===== config.mk =====
export PLATFORM = sky130hd
export DESIGN_NAME = id_ex_stage
export DESIGN_NICKNAME = d
export VERILOG_FILES = /design/src/rtl/pipe_pkg.sv /design/src/rtl/id_ex_stage_if.sv /design/src/rtl/id_ex_stage_load_use.sv /design/src/rtl/id_ex_stage.sv
export SDC_FILE = /design/constraint.sdc
export NUM_CORES = 1
export LEC_CHECK = 0
export CORE_ASPECT_RATIO = 2
export CORE_MARGIN = 10
export CORE_UTILIZATION = 40
export DETAILED_ROUTE_END_ITERATION = 12
export GPL_TIMING_DRIVEN = 0
export PLACE_DENSITY = 0.86
export SLEW_MARGIN = 15
export SYNTH_ARGS = -nofsm -noshare
export SYNTH_HDL_FRONTEND = slang
export SYNTH_SLANG_ARGS = --single-unit

===== constraint.sdc =====
create_clock -name clk_i -period 3.2 [get_ports clk_i]
set_input_delay 0.64 -clock clk_i [delete_from_list [all_inputs] [get_ports clk_i]]
set_output_delay 0.64 -clock clk_i [all_outputs]
set_load 0.01 [all_outputs]

===== src/rtl/pipe_pkg.sv =====
// rtl/pipe_pkg.sv - shared control-bundle constants for the MIPS pipeline
// Purpose: bit positions inside the 8-bit decode control bundle, ALUOp
//          encodings and the all-zero bubble bundle.
// Ports:   none (package)
package pipe_pkg;

  localparam int CTRL_REGWRITE = 7;
  localparam int CTRL_MEMTOREG = 6;
  localparam int CTRL_MEMREAD  = 5;
  localparam int CTRL_MEMWRITE = 4;
  localparam int CTRL_ALUSRC   = 3;
  localparam int CTRL_ALUOP_HI = 2;
  localparam int CTRL_ALUOP_LO = 1;
  localparam int CTRL_REGDST   = 0;

  typedef enum logic [1:0] {
    ALU_ADD   = 2'b00,
    ALU_SUB   = 2'b01,
    ALU_RTYPE = 2'b10
  } alu_op_e;

  localparam logic [7:0] BUBBLE_CTRL = 8'h00;

endpackage


===== src/rtl/id_ex_stage_if.sv =====
// rtl/id_ex_stage_if.sv - load-use hazard compare bundle
// Purpose: groups the EX-side load info and ID-side source registers fed to
//          the hazard comparator, plus the hazard result.
// Ports:   master drives the operands and reads hazard;
//          slave reads the operands and drives hazard.
interface id_ex_stage_if;

  logic       mem_read_ex;
  logic [4:0] rt_addr_ex;
  logic [4:0] rs_addr_id;
  logic [4:0] rt_addr_id;
  logic       flush;
  logic       hazard;

  modport master (
    output mem_read_ex, rt_addr_ex, rs_addr_id, rt_addr_id, flush,
    input  hazard
  );

  modport slave (
    input  mem_read_ex, rt_addr_ex, rs_addr_id, rt_addr_id, flush,
    output hazard
  );

endinterface


===== src/rtl/id_ex_stage_load_use.sv =====
// rtl/id_ex_stage_load_use.sv - combinational load-use hazard comparator
// Purpose: flags when the load now in EX writes a register read by the
//          instruction in ID. rt is compared for every opcode (conservative).
// Ports:   hz (slave modport of id_ex_stage_if)
module load_use_detect (
  id_ex_stage_if.slave hz
);

  logic addr_match;

  // A load to $0 never produces a value worth waiting for.
  assign addr_match = (hz.rt_addr_ex != 5'd0) &&
                      ((hz.rt_addr_ex == hz.rs_addr_id) ||
                       (hz.rt_addr_ex == hz.rt_addr_id));

  // A flush squashes the ID instruction anyway, so stalling would be wasted.
  assign hz.hazard = hz.mem_read_ex && addr_match && !hz.flush;

endmodule


===== src/rtl/id_ex_stage.sv =====
// rtl/id_ex_stage.sv - ID/EX pipeline register with load-use stall
// Purpose: latches control, data and register fields from decode; inserts a
//          one-cycle bubble on flush or load-use hazard; counts hazard bubbles.
// Ports:   clk_i, rst_i (sync, active high); ctrl_i, rs/rt_data_i, imm_i,
//          rs/rt/rd_addr_i, flush_i in; registered control/data/address outs;
//          pc_write_o, ifid_write_o, hazard_o (combinational); bubble_cnt_o.
module id_ex_stage
  import pipe_pkg::*;
#(
  parameter int CNT_W = 16
) (
  input  logic             clk_i,
  input  logic             rst_i,
  input  logic [7:0]       ctrl_i,
  input  logic [31:0]      rs_data_i,
  input  logic [31:0]      rt_data_i,
  input  logic [31:0]      imm_i,
  input  logic [4:0]       rs_addr_i,
  input  logic [4:0]       rt_addr_i,
  input  logic [4:0]       rd_addr_i,
  input  logic             flush_i,
  output logic             reg_write_o,
  output logic             mem_to_reg_o,
  output logic             mem_read_o,
  output logic             mem_write_o,
  output logic             alu_src_o,
  output logic             reg_dst_o,
  output logic [1:0]       alu_op_o,
  output logic [31:0]      rs_data_o,
  output logic [31:0]      rt_data_o,
  output logic [31:0]      imm_o,
  output logic [4:0]       rs_addr_o,
  output logic [4:0]       rt_addr_o,
  output logic [4:0]       rd_addr_o,
  output logic             pc_write_o,
  output logic             ifid_write_o,
  output logic             hazard_o,
  output logic [CNT_W-1:0] bubble_cnt_o
);

  localparam logic [CNT_W-1:0] CNT_MAX = '1;
  localparam logic [CNT_W-1:0] CNT_ONE = {{(CNT_W-1){1'b0}}, 1'b1};

  logic [7:0]       ctrl_q, ctrl_d;
  logic [31:0]      rs_data_q, rt_data_q, imm_q;
  logic [4:0]       rs_addr_q, rt_addr_q, rd_addr_q;
  logic [CNT_W-1:0] cnt_q, cnt_d;
  logic             hazard;

  id_ex_stage_if u_hz_if ();

  assign u_hz_if.mem_read_ex = ctrl_q[CTRL_MEMREAD];
  assign u_hz_if.rt_addr_ex  = rt_addr_q;
  assign u_hz_if.rs_addr_id  = rs_addr_i;
  assign u_hz_if.rt_addr_id  = rt_addr_i;
  assign u_hz_if.flush       = flush_i;
  assign hazard              = u_hz_if.hazard;

  load_use_detect u_load_use (
    .hz (u_hz_if.slave)
  );

  always_comb begin
    // Forcing a constant keeps any don't-care decode bits out of the bubble.
    ctrl_d = (flush_i || hazard) ? BUBBLE_CTRL : ctrl_i;
    cnt_d  = cnt_q;
    if (hazard && (cnt_q != CNT_MAX)) begin
      cnt_d = cnt_q + CNT_ONE;
    end
  end

  always_ff @(posedge clk_i) begin
    if (rst_i) begin
      ctrl_q    <= BUBBLE_CTRL;
      rs_data_q <= '0;
      rt_data_q <= '0;
      imm_q     <= '0;
      rs_addr_q <= '0;
      rt_addr_q <= '0;
      rd_addr_q <= '0;
      cnt_q     <= '0;
    end else begin
      ctrl_q    <= ctrl_d;
      rs_data_q <= rs_data_i;
      rt_data_q <= rt_data_i;
      imm_q     <= imm_i;
      rs_addr_q <= rs_addr_i;
      rt_addr_q <= rt_addr_i;
      rd_addr_q <= rd_addr_i;
      cnt_q     <= cnt_d;
    end
  end

  assign reg_write_o  = ctrl_q[CTRL_REGWRITE];
  assign mem_to_reg_o = ctrl_q[CTRL_MEMTOREG];
  assign mem_read_o   = ctrl_q[CTRL_MEMREAD];
  assign mem_write_o  = ctrl_q[CTRL_MEMWRITE];
  assign alu_src_o    = ctrl_q[CTRL_ALUSRC];
  assign alu_op_o     = ctrl_q[CTRL_ALUOP_HI:CTRL_ALUOP_LO];
  assign reg_dst_o    = ctrl_q[CTRL_REGDST];
  assign rs_data_o    = rs_data_q;
  assign rt_data_o    = rt_data_q;
  assign imm_o        = imm_q;
  assign rs_addr_o    = rs_addr_q;
  assign rt_addr_o    = rt_addr_q;
  assign rd_addr_o    = rd_addr_q;
  assign hazard_o     = hazard;
  assign pc_write_o   = !hazard;
  assign ifid_write_o = !hazard;
  assign bubble_cnt_o = cnt_q;

endmodule


---- Word-level counts from Yosys, hierarchy flattened ----
Index checks and enable logic that the tools add are counted.
storage, ports and cells
  bits in registers ....................... 135
operators by class
  add/sub/neg operators ................... 1
  reduce and logical (&&, ||, !) cells .... 10
  equality and inequality tests ........... 3
operators with widths
  cell                                                              count
  16-bit by 1-bit adder with 16-bit output (second input constant)  1
  16-bit != test (second input constant)                            1
  5-bit equality test                                               2
  5-bit nonzero test                                                1
  1-bit logical AND                                                 4
  1-bit logical NOT                                                 2
  1-bit logical OR                                                  2
  2-bit OR reduction                                                1

---- Logic depth before layout (Yosys ltp) ----
Gate-level depths: netlist (run 1).
  depth after elaboration ................. 7
  gate-level depth with buffers ........... 7
  depth with buffers taken out ............ 6

---- Hierarchy ----
Synthesis (run 1) repeated with hierarchy kept, for this count alone.
second synthesis, totals
  cells, all modules ...................... 367
  area, all modules ....................... 4142.7 µm²
by module, submodules not included
  module           cells each  area an instance (µm²)  times used  seq. area each (µm²)
  id_ex_stage      349         4011.3                  1           2702.6
  load_use_detect  18          131.4                   1           0.0

---- Least setup slack after synthesis (run 1) ----
OpenSTA, ideal clock, no wires.
  kind .................................... input-to-output
  start ................................... input port rs_addr_i[4]
  end ..................................... output port pc_write_o
  arrival time ............................ 1.852 ns
  slack ................................... 0.708 ns
  cell stages on the path ................. 6
  path buffers ............................ 2
  cell sequence ........................... xnor2_1 nand3_1 o22a_1 clkbuf_1 or3_1 buf_4
on the way
  cells in the longest elaborated chain, start to end .. 6
ends and longest elaborated chain
  element                         line                        RTL
  start: declaration              id_ex_stage.sv:18           input logic [4:0] rs_addr_i,
  5-bit equality test             id_ex_stage_load_use.sv:13  ((hz.rt_addr_ex == hz.rs_addr_id) ||
  1-bit logical OR                id_ex_stage_load_use.sv:13
  1-bit logical AND               id_ex_stage_load_use.sv:12  assign addr_match = (hz.rt_addr_ex != 5'd0) &&
  1-bit logical AND (2 in a row)  id_ex_stage_load_use.sv:17  assign hz.hazard = hz.mem_read_ex && addr_match && !hz.flush;
  1-bit logical NOT               n/a
  end: declaration                id_ex_stage.sv:35           output logic pc_write_o,
No other way between the ends.

---- Worst setup path after layout (run 1) ----
  start ................................... input port rt_addr_i[3]
  end ..................................... output port pc_write_o
on the way
  cells in the longest elaborated chain, start to end .. 6
ends and longest elaborated chain
  element                         line                        RTL
  start: declaration              id_ex_stage.sv:19           input logic [4:0] rt_addr_i,
  5-bit equality test             id_ex_stage_load_use.sv:14  (hz.rt_addr_ex == hz.rt_addr_id));
  1-bit logical OR                id_ex_stage_load_use.sv:13
  1-bit logical AND               id_ex_stage_load_use.sv:12
  1-bit logical AND (2 in a row)  id_ex_stage_load_use.sv:17
  1-bit logical NOT               id_ex_stage.sv:108          assign pc_write_o = !hazard;
No other way between the ends.

==> summary.md, run 1 <==
| Metric | Value |
|---|---|
| Initial core utilization | `approximately two fifths` |
| Slew Limit Fails | `0` |
| Met1 Wirelength | `around 5000 um` |
| Initial drt markers | `between 100 and 150` |
| Top sig layer | `met4` |
| Clk_lat worst skew | `0.40 ns` |
| DR vias | `3,807` |
| Mapped Nets | `503` |
| Leak Pwr | `roughly 0.0028 uW` |
| Commonest cells after routing, fill and taps aside | `clkdlybuf4s50_1 (255), dfxtp_1 (135), nor2b_1 (114), clkbuf_1 (17), clkbuf_16 (17)` |
| Setup TNS | `0 ns` |
| Detail Route Antenna Nets | `0` |
| Final-report setup violation count | `0` |
| Worst-path fanout max | `3` |
| DP Cell Count | `~780` |
| Number of global-route vias before repair | `roughly 4.1k` |
| Main combinational cell family by area after synthesis | `simple AND/OR/NAND/NOR gates` |
| Synthesized instance count | `between 300 and 400` |
| Synth Area in Adders | `less than 1%` |
| Synth top area share | `63.83%` |
| Max Freq | `about 0.32 GHz` |
| Min cycle time layout | `3.100 ns` |
| Fin crit share | `approximately 97%` |
| Worst setup EP type | `output port` |
| Share of cells above drive strength 1 | `6.706%` |
| I/O Pins | `260` |
| Clock-pin transition on the worst setup and hold timing paths | `0.06 ns` |
| Diodes inserted | `0` |
| Top FF cell, synth | `dfxtp_1` |
| Placer Congestion | `0.8614` |
| TritonCTS clock tree | `built` |
| Multiplexer share of the synthesized area | `0.7979%` |
| CTS root buf | `clkbuf_16` |
| DR vias/cell | `~4.7` |
| Final Net Count | `781` |
| Setup Skew | `around 0.0069 ns` |
| Finished Layout Cells | `808` |
| # fillers | `~700` |
| Hold slack | `0.5171 ns` |
| Sink Count | `135` |
| Die X | `about 90 um` |
| First-pass GRT wire length | `22,770 um` |
| H-tree depth | `4` |
| Core ar. | `0.01041 mm^2` |
| PD cells | `about 560 mW/mm^2` |
| Max cap viols | `0` |
| Yosys top cell by area | `dfxtp_1` |
| Crit path DAT | `2.46 ns` |
| Initial antenna violation count | `0` |
| Area grow syn2layout | `80.32%` |
| Post-DP Area | `roughly 0.0070 mm^2` |
| Drt wl/cell | `19.43 um` |
| Ys Warns | `0` |
| RSZ-0062 raised after global routing | `false` |
| WL met2 | `8861 um` |
| Compound-Gate Fraction of Synth Area | `4.285%` |
| Worst R2R Setup Slack | `0.95 ns` |
| Final hold viol count | `0` |
| Register area share after synthesis | `a little under two thirds` |
| HP Class | `reg2reg` |
| Dpl ws | `-0.4117 ns` |
| Initial DRT Pass Iterations | `4` |
| CP Data Required Time | `about 2.6 ns` |
| Total GRT Usage | `around a fifth` |
| Hold bufs inserted after CTS | `0` |
| Top cells by area, synth | `dfxtp_1 (64%), nor2b_1 (17%), xnor2_1 (2.1%)` |
| Status | `complete, no violations` |
| Clock tree buffer depth | `2` |
| Row count | `53` |
| Worst Tran Pin Value | `0.6095 ns` |
| Syn_area_per_cell | `11.14 um^2` |
| Total gr overflow | `0` |
| Most common cell after layout, fill and taps aside | `clkdlybuf4s50_1` |
| Detailed Place HPWL | `12,620 um` |
| Design area | `0.007635 mm^2` |
| Synthesis-stage register bit count | `between 100 and 150` |
| Cell Area, Synth | `between 0.004 and 0.005 mm^2` |
| # port buffers | `between 200 and 300` |
| EDFF count, synth | `0` |
| Relative slew slack | `59.37%` |
| Ys async rst share | `0%` |
| Worst vdd ir | `between 0.5 and 0.6 mV` |
| Yosys cell types | `39` |
| DRC Markers | `0` |
| Area of the die | `0.01535 mm^2` |
| Total CTS buffers | `17` |
| Simple-Gate Fraction of Synth Area | `26.57%` |
| Setup WS post-layout | `0.09951 ns` |
| Crit start category | `input pin` |
| Setup CP Type | `in2out` |
| Pin count of the biggest net entering global routing | `17` |
| Chip height | `165.5 um` |
| XOR/XNOR Fraction of Synth Area | `2.069%` |
| Post-Route WL | `15,700 um` |
| Metal3 WL | `1267 um` |
[synthesized netlist by cell type (all sizes together) (2+ instances only)]
library cell and n:
o21ai 4, clkbuf 17, o31ai 7, or3 4, or4 11, nand2 8, and2 9, nor3 4
nand4 8, dfxtp 135, inv 3, nor2b 114, xnor2 10, and4 3, nor2 6, nor4 3
a21oi 13, nand3 5, mux2 3, buf 2
[report_power, final]
| group | total [uW] | internal, uW | switching (uW) |
|---|---|---|---|
| Clock | 2040 | 1320 | 726 |
| Sequential | 1790 | 1760 | 27.0 |
| Combinational | 483 | 309 | 174 |
[cell type report]
cell class | count | area, um^2 | share of cell area, %
multi-input combinational | 223 | 1449 | 18.98
clock buffer | 19 | 432.9 | 5.670
timing repair buffer | 260 | 2597 | 34.02
tap | 137 | 171.4 | 2.245
buffer | 18 | 76.32 | 0.9997
clock inverter | 13 | 193.9 | 2.540
sequential | 135 | 2703 | 35.40
inverter | 3 | 11.26 | 0.1475
[cells by family (layout without fill, tap and decap cells)]
kind of cell | after synthesis | after routing
compound gates | 29 | 29
buf+inv | 22 | 313
flops | 135 | 135
xor+xnor | 10 | 10
simple gates | 180 | 180
fa+ha+maj | 1 | 1
mux | 3 | 3
[stage by stage]
stage	total power, uW	utilization (%)
floorplan	1958	-
global placement	2287	67.12
detailed placement	2304	67.12
CTS	4352	73.31
global route	4456	73.33
finish	4311	73.33
[metal layers]
metal,GRT usage [%],vias up
met4,8.322,0
met5,0,-
li1,-,1813
met2,37.16,186
met3,8.013,26
met1,17.28,1782
[critical path, cell delays in order]
cell and delay (ns):
clkdlybuf4s50_1 0.51, xnor2_1 0.15, nand3_1 0.16, o22a_4 0.25, or3_1 0.34, buf_4 0.14
dlygate4sd2_1 0.27
[flip-flops by register name, indices dropped and copies added, names as in the netlist]
signal,cells
imm_o,32
rs_data_o,32
rt_data_o,32
bubble_cnt_o,16
ctrl_q,8
rd_addr_o,5
rs_addr_o,5
rt_addr_o,5
[what timing repair did]
| action | 4_1_cts | 5_1_grt |
|---|---|---|
| resized for setup | 4 | 1 |
| gates cloned | 0 | 0 |
| setup endpoints to repair | 3 | 1 |
| pin swaps | 2 | 0 |
| buffers inserted | 2 | 0 |
[worst paths after layout]
path / to / from / depth (start not counted)
max reg2reg: bubble_cnt_o[4] / bubble_cnt_o[2] / 6
min: bubble_cnt_o[9] / bubble_cnt_o[9] / 2
max: pc_write_o / rt_addr_i[3] / 7
min reg2reg: bubble_cnt_o[9] / bubble_cnt_o[9] / 2
No activity file was read; power rests on OpenSTA's default activity.
==> run 2, diff against run 1 <==
--- a/config.mk
+++ b/config.mk
@@ -7,10 +7,10 @@
 export LEC_CHECK = 0
 export CORE_ASPECT_RATIO = 2
 export CORE_MARGIN = 10
-export CORE_UTILIZATION = 40
+export CORE_UTILIZATION = 33
 export DETAILED_ROUTE_END_ITERATION = 12
 export GPL_TIMING_DRIVEN = 0
-export PLACE_DENSITY = 0.86
+export PLACE_DENSITY = 0.76
 export SLEW_MARGIN = 15
 export SYNTH_ARGS = -nofsm -noshare
 export SYNTH_HDL_FRONTEND = slang
==> constraint.sdc (replaced) <==
create_clock -name clk_i -period 2.55 [get_ports clk_i]
set_input_delay 0.51 -clock clk_i [delete_from_list [all_inputs] [get_ports clk_i]]
set_output_delay 0.51 -clock clk_i [all_outputs]
set_load 0.01 [all_outputs]
==> run 2 against run 1 <==
Compared with the run above:
- highest routed layer is now met5
- combinational power grew 24%
- clock power grew 15%
- wire length shrank 4.7%
- hold slack lost 0.13 ns
- core utilization shrank 13 points
- count of clock-buffer cells in the layout grew 1
==> summary.md, run 2 (same netlist as run 1, synthesis figures left out) <==
| Metric | Value |
|---|---|
| Buf/Inv on CP | `3 (unchanged)` |
| # port buffers | `258 (unchanged)` |
| DR vias/cell | `4.593 (was 4.712)` |
| Tot Pwr | `5175 uW (was 4311 uW)` |
| Clock-pin transition on the worst setup and hold timing paths | `0.05 ns (was 0.06 ns)` |
| Share of cells above drive strength 1 | `8.631% (was 6.706%)` |
| Clock tree buffer depth | `2 (unchanged)` |
| Relative slew slack | `61.17% (was 59.37%)` |
| RSZ-0062 raised after global routing | `false (unchanged)` |
| Setup WS post-layout | `0.09836 ns (was 0.09951 ns)` |
| Crit-path cells | `dlygate4sd2_1, xnor2_1, nand3_1, o22a_4, or3_4, buf_4, buf_2 (was clkdlybuf4s50_1, xnor2_1, nand3_1, o22a_4, or3_1, buf_4, dlygate4sd2_1)` |
| Post-Route WL | `14,970 um (was 15,700 um)` |
| CP Data Required Time | `2.04 ns (was 2.56 ns)` |
| Setup TNS | `0 ns (unchanged)` |
| Most common cell after layout, fill and taps aside | `clkdlybuf4s50_1 (unchanged)` |
| Final core occ | `60.59% (was 73.33%)` |
| Final-report setup violation count | `0 (unchanged)` |
| Min cycle time layout | `2.452 ns` |
| PD cells | `680.3 mW/mm^2 (was 564.7 mW/mm^2)` |
| Area grow syn2layout | `79.67% (was 80.32%)` |
| Multi-input logic area | `0.001461 mm^2 (was 0.001449 mm^2)` |
| Setup CP Type | `in2out (unchanged)` |
| H-tree depth | `4 (unchanged)` |
| Post-DP Area | `0.007004 mm^2 (was 0.006988 mm^2)` |
| Clk_lat worst skew | `0.40 ns (about the same)` |
| Fin crit share | `96.14%` |
| First-pass GRT wire length | `22,450 um (was 22,770 um)` |
| Slowest stage cell, crit path | `or3_4 (was clkdlybuf4s50_1)` |
| Leak Pwr | `0.002842 uW (was 0.002830 uW)` |
| Total CTS buffers | `17 (unchanged)` |
| Area of the die | `0.01804 mm^2 (was 0.01535 mm^2)` |
| Drt wl/cell | `18.18 um (was 19.43 um)` |
| Slew Limit Fails | `0 (unchanged)` |
| CP max stage delay | `0.35 ns (was 0.51 ns)` |
| Sink Count | `135 (unchanged)` |
| Row count | `58 (was 53)` |
| DRC Markers | `0 (unchanged)` |
| Die X | `100.1 um (was 92.75 um)` |
| Total gr overflow | `0 (unchanged)` |
| Worst-path fanout max | `3 (unchanged)` |
| Core ar. | `0.01255 mm^2 (was 0.01041 mm^2)` |
| Worst setup EP type | `output port (unchanged)` |
| Worst vdd ir | `0.6766 mV (was 0.5584 mV)` |
| Initial drt markers | `95 (was 130)` |
| I/O Pins | `260 (unchanged)` |
| Crit path DAT | `1.94 ns (was 2.46 ns)` |
| # fillers | `1,047 (was 717)` |
| Placer Congestion | `0.8596 (was 0.8614)` |
| Crit start category | `input pin (unchanged)` |
| TritonCTS clock tree | `built (unchanged)` |
| Max cap viols | `0 (unchanged)` |
| Hold bufs inserted after CTS | `0 (unchanged)` |
| Status | `complete, no violations (unchanged)` |
| Pin count of the biggest net entering global routing | `17 (unchanged)` |
| Chip height | `180.2 um (was 165.5 um)` |
| Final Net Count | `782 (was 781)` |
| DR vias | `3,780 (was 3,807)` |
| Dpl ws | `-0.8346 ns (was -0.4117 ns)` |
| Initial core utilization | `33.73% (was 40.67%)` |
| CTS root buf | `clkbuf_16 (unchanged)` |
| Initial DRT Pass Iterations | `4 (unchanged)` |
| Setup Skew | `0.007085 ns (was 0.006910 ns)` |
| Initial antenna violation count | `2 (was 0)` |
| Crit path max-delay family | `buffers and inverters (unchanged)` |
| Design area | `0.007607 mm^2 (was 0.007635 mm^2)` |
| HP Class | `in2reg (was reg2reg)` |
| Final hold viol count | `0 (unchanged)` |
| Register area | `0.002709 mm^2 (was 0.002703 mm^2)` |
| Total GRT Usage | `16.20% (was 19.48%)` |
| Commonest cells after routing, fill and taps aside | `clkdlybuf4s50_1 (245), dfxtp_1 (130), nor2b_1 (114), clkbuf_16 (17), clkbuf_1 (16) (was clkdlybuf4s50_1 (255), dfxtp_1 (135), nor2b_1 (114), clkbuf_1 (17), clkbuf_16 (17))` |
| Worst Tran Pin Value | `0.5825 ns (was 0.6095 ns)` |
| Max Freq | `0.4079 GHz` |
| Detail Route Antenna Nets | `0 (unchanged)` |
| Number of global-route vias before repair | `4,034 (was 4,138)` |
| Detailed Place HPWL | `12,360 um (was 12,620 um)` |
## run 2: cell types whose count changed in the layout (fill, tap and decap cells not counted), sizes merged
cell | before | now
clkdlybuf4s50 | 255 | 245
clkinv | 1 | 4
diode | 0 | 1
clkbuf | 35 | 36
buf | 4 | 8
dlymetal6s2s | 1 | 2
dlygate4sd2 | 2 | 8
inv | 7 | 6
bufinv | 4 | 1
## run 2: final cells by class
class                      count  area share (%)
timing repair buffer         261           33.98
multi-input combinational    223           19.21
inverter                       3          0.1480
antenna                        1         0.03289
sequential                   135           35.61
tap                          150           2.467
buffer                        18           1.003
clock inverter                12           1.546
clock buffer                  20           6.003
## run 2: per-layer routing
metal | wire, um | share of wire (%) | up-vias | global-route usage [%]
met5 | 15 | 0.10 | - | 0
met4 | 363 | 2.4 | 2 | 6.818
met3 | 1507 | 10 | 28 | 8.141
met2 | 8665 | 58 | 174 | 31.16
met1 | 4414 | 29 | 1762 | 12.81
li1 | - | - | 1814 | -
## run 2: worst paths after layout
path | slack (ns) | cells past startpoint | startpoint | end
worst max-delay path | 0.1 | 7 | rs_addr_i[2] | pc_write_o
worst min-delay path | 0.39 | 2 | rt_addr_i[1] | rt_addr_o[1]
worst max register to register | 0.32 | 6 | bubble_cnt_o[2] | bubble_cnt_o[4]
worst min register to register | 0.50 | 2 | bubble_cnt_o[9] | bubble_cnt_o[9]
## run 2: power by group
part           total [uW]  internal (uW)  switching (uW)
clock network        2340           1400             931
logic                 598            385             213
registers            2240           2210            31.8
total                5180           4000            1180
## run 2: metrics by stage
step,cells,hold slack (ns)
2_1_floorplan,380,0.5080
3_3_place_gp,788,0.4825
3_5_place_dp,788,0.4988
4_1_cts,822,0.4704
5_1_grt,823,0.3942
6_report,823,0.3866
## run 2: repair_timing
item                       CTS  global route
gates cloned                 0             0
setup endpoints to repair    3             1
pin swaps                    4             3
gates resized for setup     25             7
buffers inserted             3             0
==> run 3, diff against run 2 <==
--- a/config.mk
+++ b/config.mk
@@ -5,8 +5,8 @@
 export SDC_FILE = /design/constraint.sdc
 export NUM_CORES = 1
 export LEC_CHECK = 0
-export CORE_ASPECT_RATIO = 2
-export CORE_MARGIN = 10
+export CORE_ASPECT_RATIO = 1.75
+export CORE_MARGIN = 2
 export CORE_UTILIZATION = 33
 export DETAILED_ROUTE_END_ITERATION = 12
 export GPL_TIMING_DRIVEN = 0
==> run 3 against run 2 <==
Compared with the run above:
- count of clock-buffer cells in the layout decreased by 2
- hold slack improved by 0.10 ns
- critical path type is now reg2out
- fmax decreased by 0.92%
- die area decreased by 24%
- sequential share of layout area decreased by 0.49 points
- highest routed layer is now met4
- sequential cell count unchanged
- first-iteration DRC count increased by 13%
- largest cell class unchanged
- wire length decreased by 14%
==> summary.md, run 3 (same netlist as run 1, synthesis figures left out) <==
| Metric | Value |
|---|---|
| CP Data Required Time | `2.04 ns (about the same)` |
| Row count | `54 (was 58)` |
| Clock tree buffer depth | `2 (unchanged)` |
| Status | `complete, no violations (unchanged)` |
| DR vias | `3,824 (was 3,780)` |
| Chip height | `153.8 um (was 180.2 um)` |
| Total gr overflow | `0 (unchanged)` |
| Hold slack | `0.4885 ns (was 0.3866 ns)` |
| Total CTS buffers | `17 (unchanged)` |
| DRC Markers | `0 (unchanged)` |
| Min cycle time layout | `2.474 ns (was 2.452 ns)` |
| Die X | `89.63 um (was 100.1 um)` |
| PD cells | `700.2 mW/mm^2 (was 680.3 mW/mm^2)` |
| Final core occ | `61.88% (was 60.59%)` |
| Max cap viols | `0 (unchanged)` |
| H-tree depth | `4 (unchanged)` |
| Commonest cells after routing, fill and taps aside | `clkdlybuf4s50_1 (245), dfxtp_1 (130), nor2b_1 (114), clkbuf_16 (17), clkbuf_1 (16) (unchanged)` |
| I/O Pins | `260 (unchanged)` |
| Area of the die | `0.01379 mm^2 (was 0.01804 mm^2)` |
| Initial core utilization | `33.87% (was 33.73%)` |
| Core ar. | `0.01250 mm^2 (was 0.01255 mm^2)` |
| Final hold viol count | `0 (unchanged)` |
| First-pass GRT wire length | `19,380 um (was 22,450 um)` |
| Slowest stage cell, crit path | `or4_4 (was or3_4)` |
| Relative slew slack | `58.35% (was 61.17%)` |
| Crit start category | `flip-flop (was input pin)` |
| Post-Route WL | `12,890 um (was 14,970 um)` |
| Initial drt markers | `107 (was 95)` |
| Max Freq | `0.4041 GHz (was 0.4079 GHz)` |
| Area grow syn2layout | `82.68% (was 79.67%)` |
| DR vias/cell | `4.558 (was 4.593)` |
| Setup TNS | `0 ns (unchanged)` |
| Total GRT Usage | `18.77% (was 16.20%)` |
| Initial DRT Pass Iterations | `4 (unchanged)` |
| Fin crit share | `97.04% (was 96.14%)` |
| Clock-pin transition on the worst setup and hold timing paths | `0.06 ns (was 0.05 ns)` |
| Final-report setup violation count | `0 (unchanged)` |
| Worst setup EP type | `output port (unchanged)` |
| Clk_lat worst skew | `0.41 ns (was 0.40 ns)` |
| CTS root buf | `clkbuf_16 (unchanged)` |
| Most common cell after layout, fill and taps aside | `clkdlybuf4s50_1 (unchanged)` |
| Detailed Place HPWL | `9929 um (was 12,360 um)` |
| Initial antenna violation count | `0 (was 2)` |
| Setup CP Type | `reg2out (was in2out)` |
| Pin count of the biggest net entering global routing | `17 (unchanged)` |
| Crit-path cells | `or4_4, o21ai_4, or3_4, dlygate4sd2_1 (was dlygate4sd2_1, xnor2_1, nand3_1, o22a_4, or3_4, buf_4, buf_2)` |
| Worst Tran Pin Value | `0.6247 ns (was 0.5825 ns)` |
| Diodes inserted | `0 (was 1)` |
| Leak Pwr | `0.002888 uW (was 0.002842 uW)` |
| Placer Congestion | `0.8231 (was 0.8596)` |
| Share of cells above drive strength 1 | `9.389% (was 8.631%)` |
| Detail Route Antenna Nets | `0 (unchanged)` |
| Slew Limit Fails | `0 (unchanged)` |
| Crit path DAT | `1.96 ns (was 1.94 ns)` |
| # port buffers | `258 (unchanged)` |
| Number of global-route vias before repair | `3,942 (was 4,034)` |
| HP Class | `in2reg (unchanged)` |
| Worst-path fanout max | `4 (was 3)` |
| Sink Count | `135 (unchanged)` |
| CP max stage delay | `0.58 ns (was 0.35 ns)` |
| Drt wl/cell | `15.37 um (was 18.18 um)` |
| Worst vdd ir | `0.4935 mV (was 0.6766 mV)` |
| Setup Skew | `0.007456 ns (was 0.007085 ns)` |
| TritonCTS clock tree | `built (unchanged)` |
| Final Net Count | `782 (unchanged)` |
## run 3: path summary, 6_finish.rpt
path	from	endpoint	slack, ns	depth (start not counted)
max	rt_addr_o[0]	ifid_write_o	0.08	4
min	rs_addr_i[3]	rs_addr_o[3]	0.49	2
max reg2reg	bubble_cnt_o[0]	bubble_cnt_o[12]	0.40	5
min reg2reg	bubble_cnt_o[9]	bubble_cnt_o[9]	0.52	2
## run 3: cell type report
type                            count  area, um^2
Fill cell                        1022        4765
Sequential cell                   135        2716
Timing Repair Buffer              261        2581
Multi-Input combinational cell    223        1516
Clock buffer                       18       429.2
Tap cell                          168       210.2
Clock inverter                     13       193.9
Buffer                             18       76.32
Inverter                            3       11.26
## run 3: metal layers
| metal | track usage (%) | vias to the layer above | part of all wire, % |
|---|---|---|---|
| met1 | 17.69 | 1736 | 33 |
| li1 | - | 1824 | - |
| met3 | 7.622 | 46 | 9.3 |
| met2 | 32.60 | 218 | 53 |
| met4 | 11.09 | 0 | 4.7 |
| met5 | 0 | - | 0 |
## run 3: worst max-delay path, delay by kind of cell (launching register included)
family                 cells  cell delay (ns)
AOI/OAI and AO/OA          1             0.20
buffers and inverters      1             0.27
DFF                        1             0.35
and+or+nand+nor            2             0.74
## run 3: report_power, final
group | internal (uW) | switching [uW]
logic | 390 | 208
registers | 2210 | 34.3
clock network | 1650 | 930
## run 3: per-stage QoR
step           setup WS, ns  instance area (um^2)  cells  total power, uW
3_5_place_dp        -0.8127                  7027    806             2877
4_1_cts             0.01962                  7675    838             5470
2_1_floorplan        0.3179                  4234    380             2457
6_report            0.07553                  7735    839             5416
3_3_place_gp        -0.7975                  7027    806             2863
5_1_grt            -0.01245                  7735    839             5619
## run 3: repair_timing
item | 4_1_cts | 5_1_grt
setup buffers | 2 | 1
endpoints found under the setup margin | 3 | 3
endpoints found under the hold margin | 0 | 0
pin swaps | 7 | 2
resized for setup | 25 | 14
hold buffers | 0 | 0
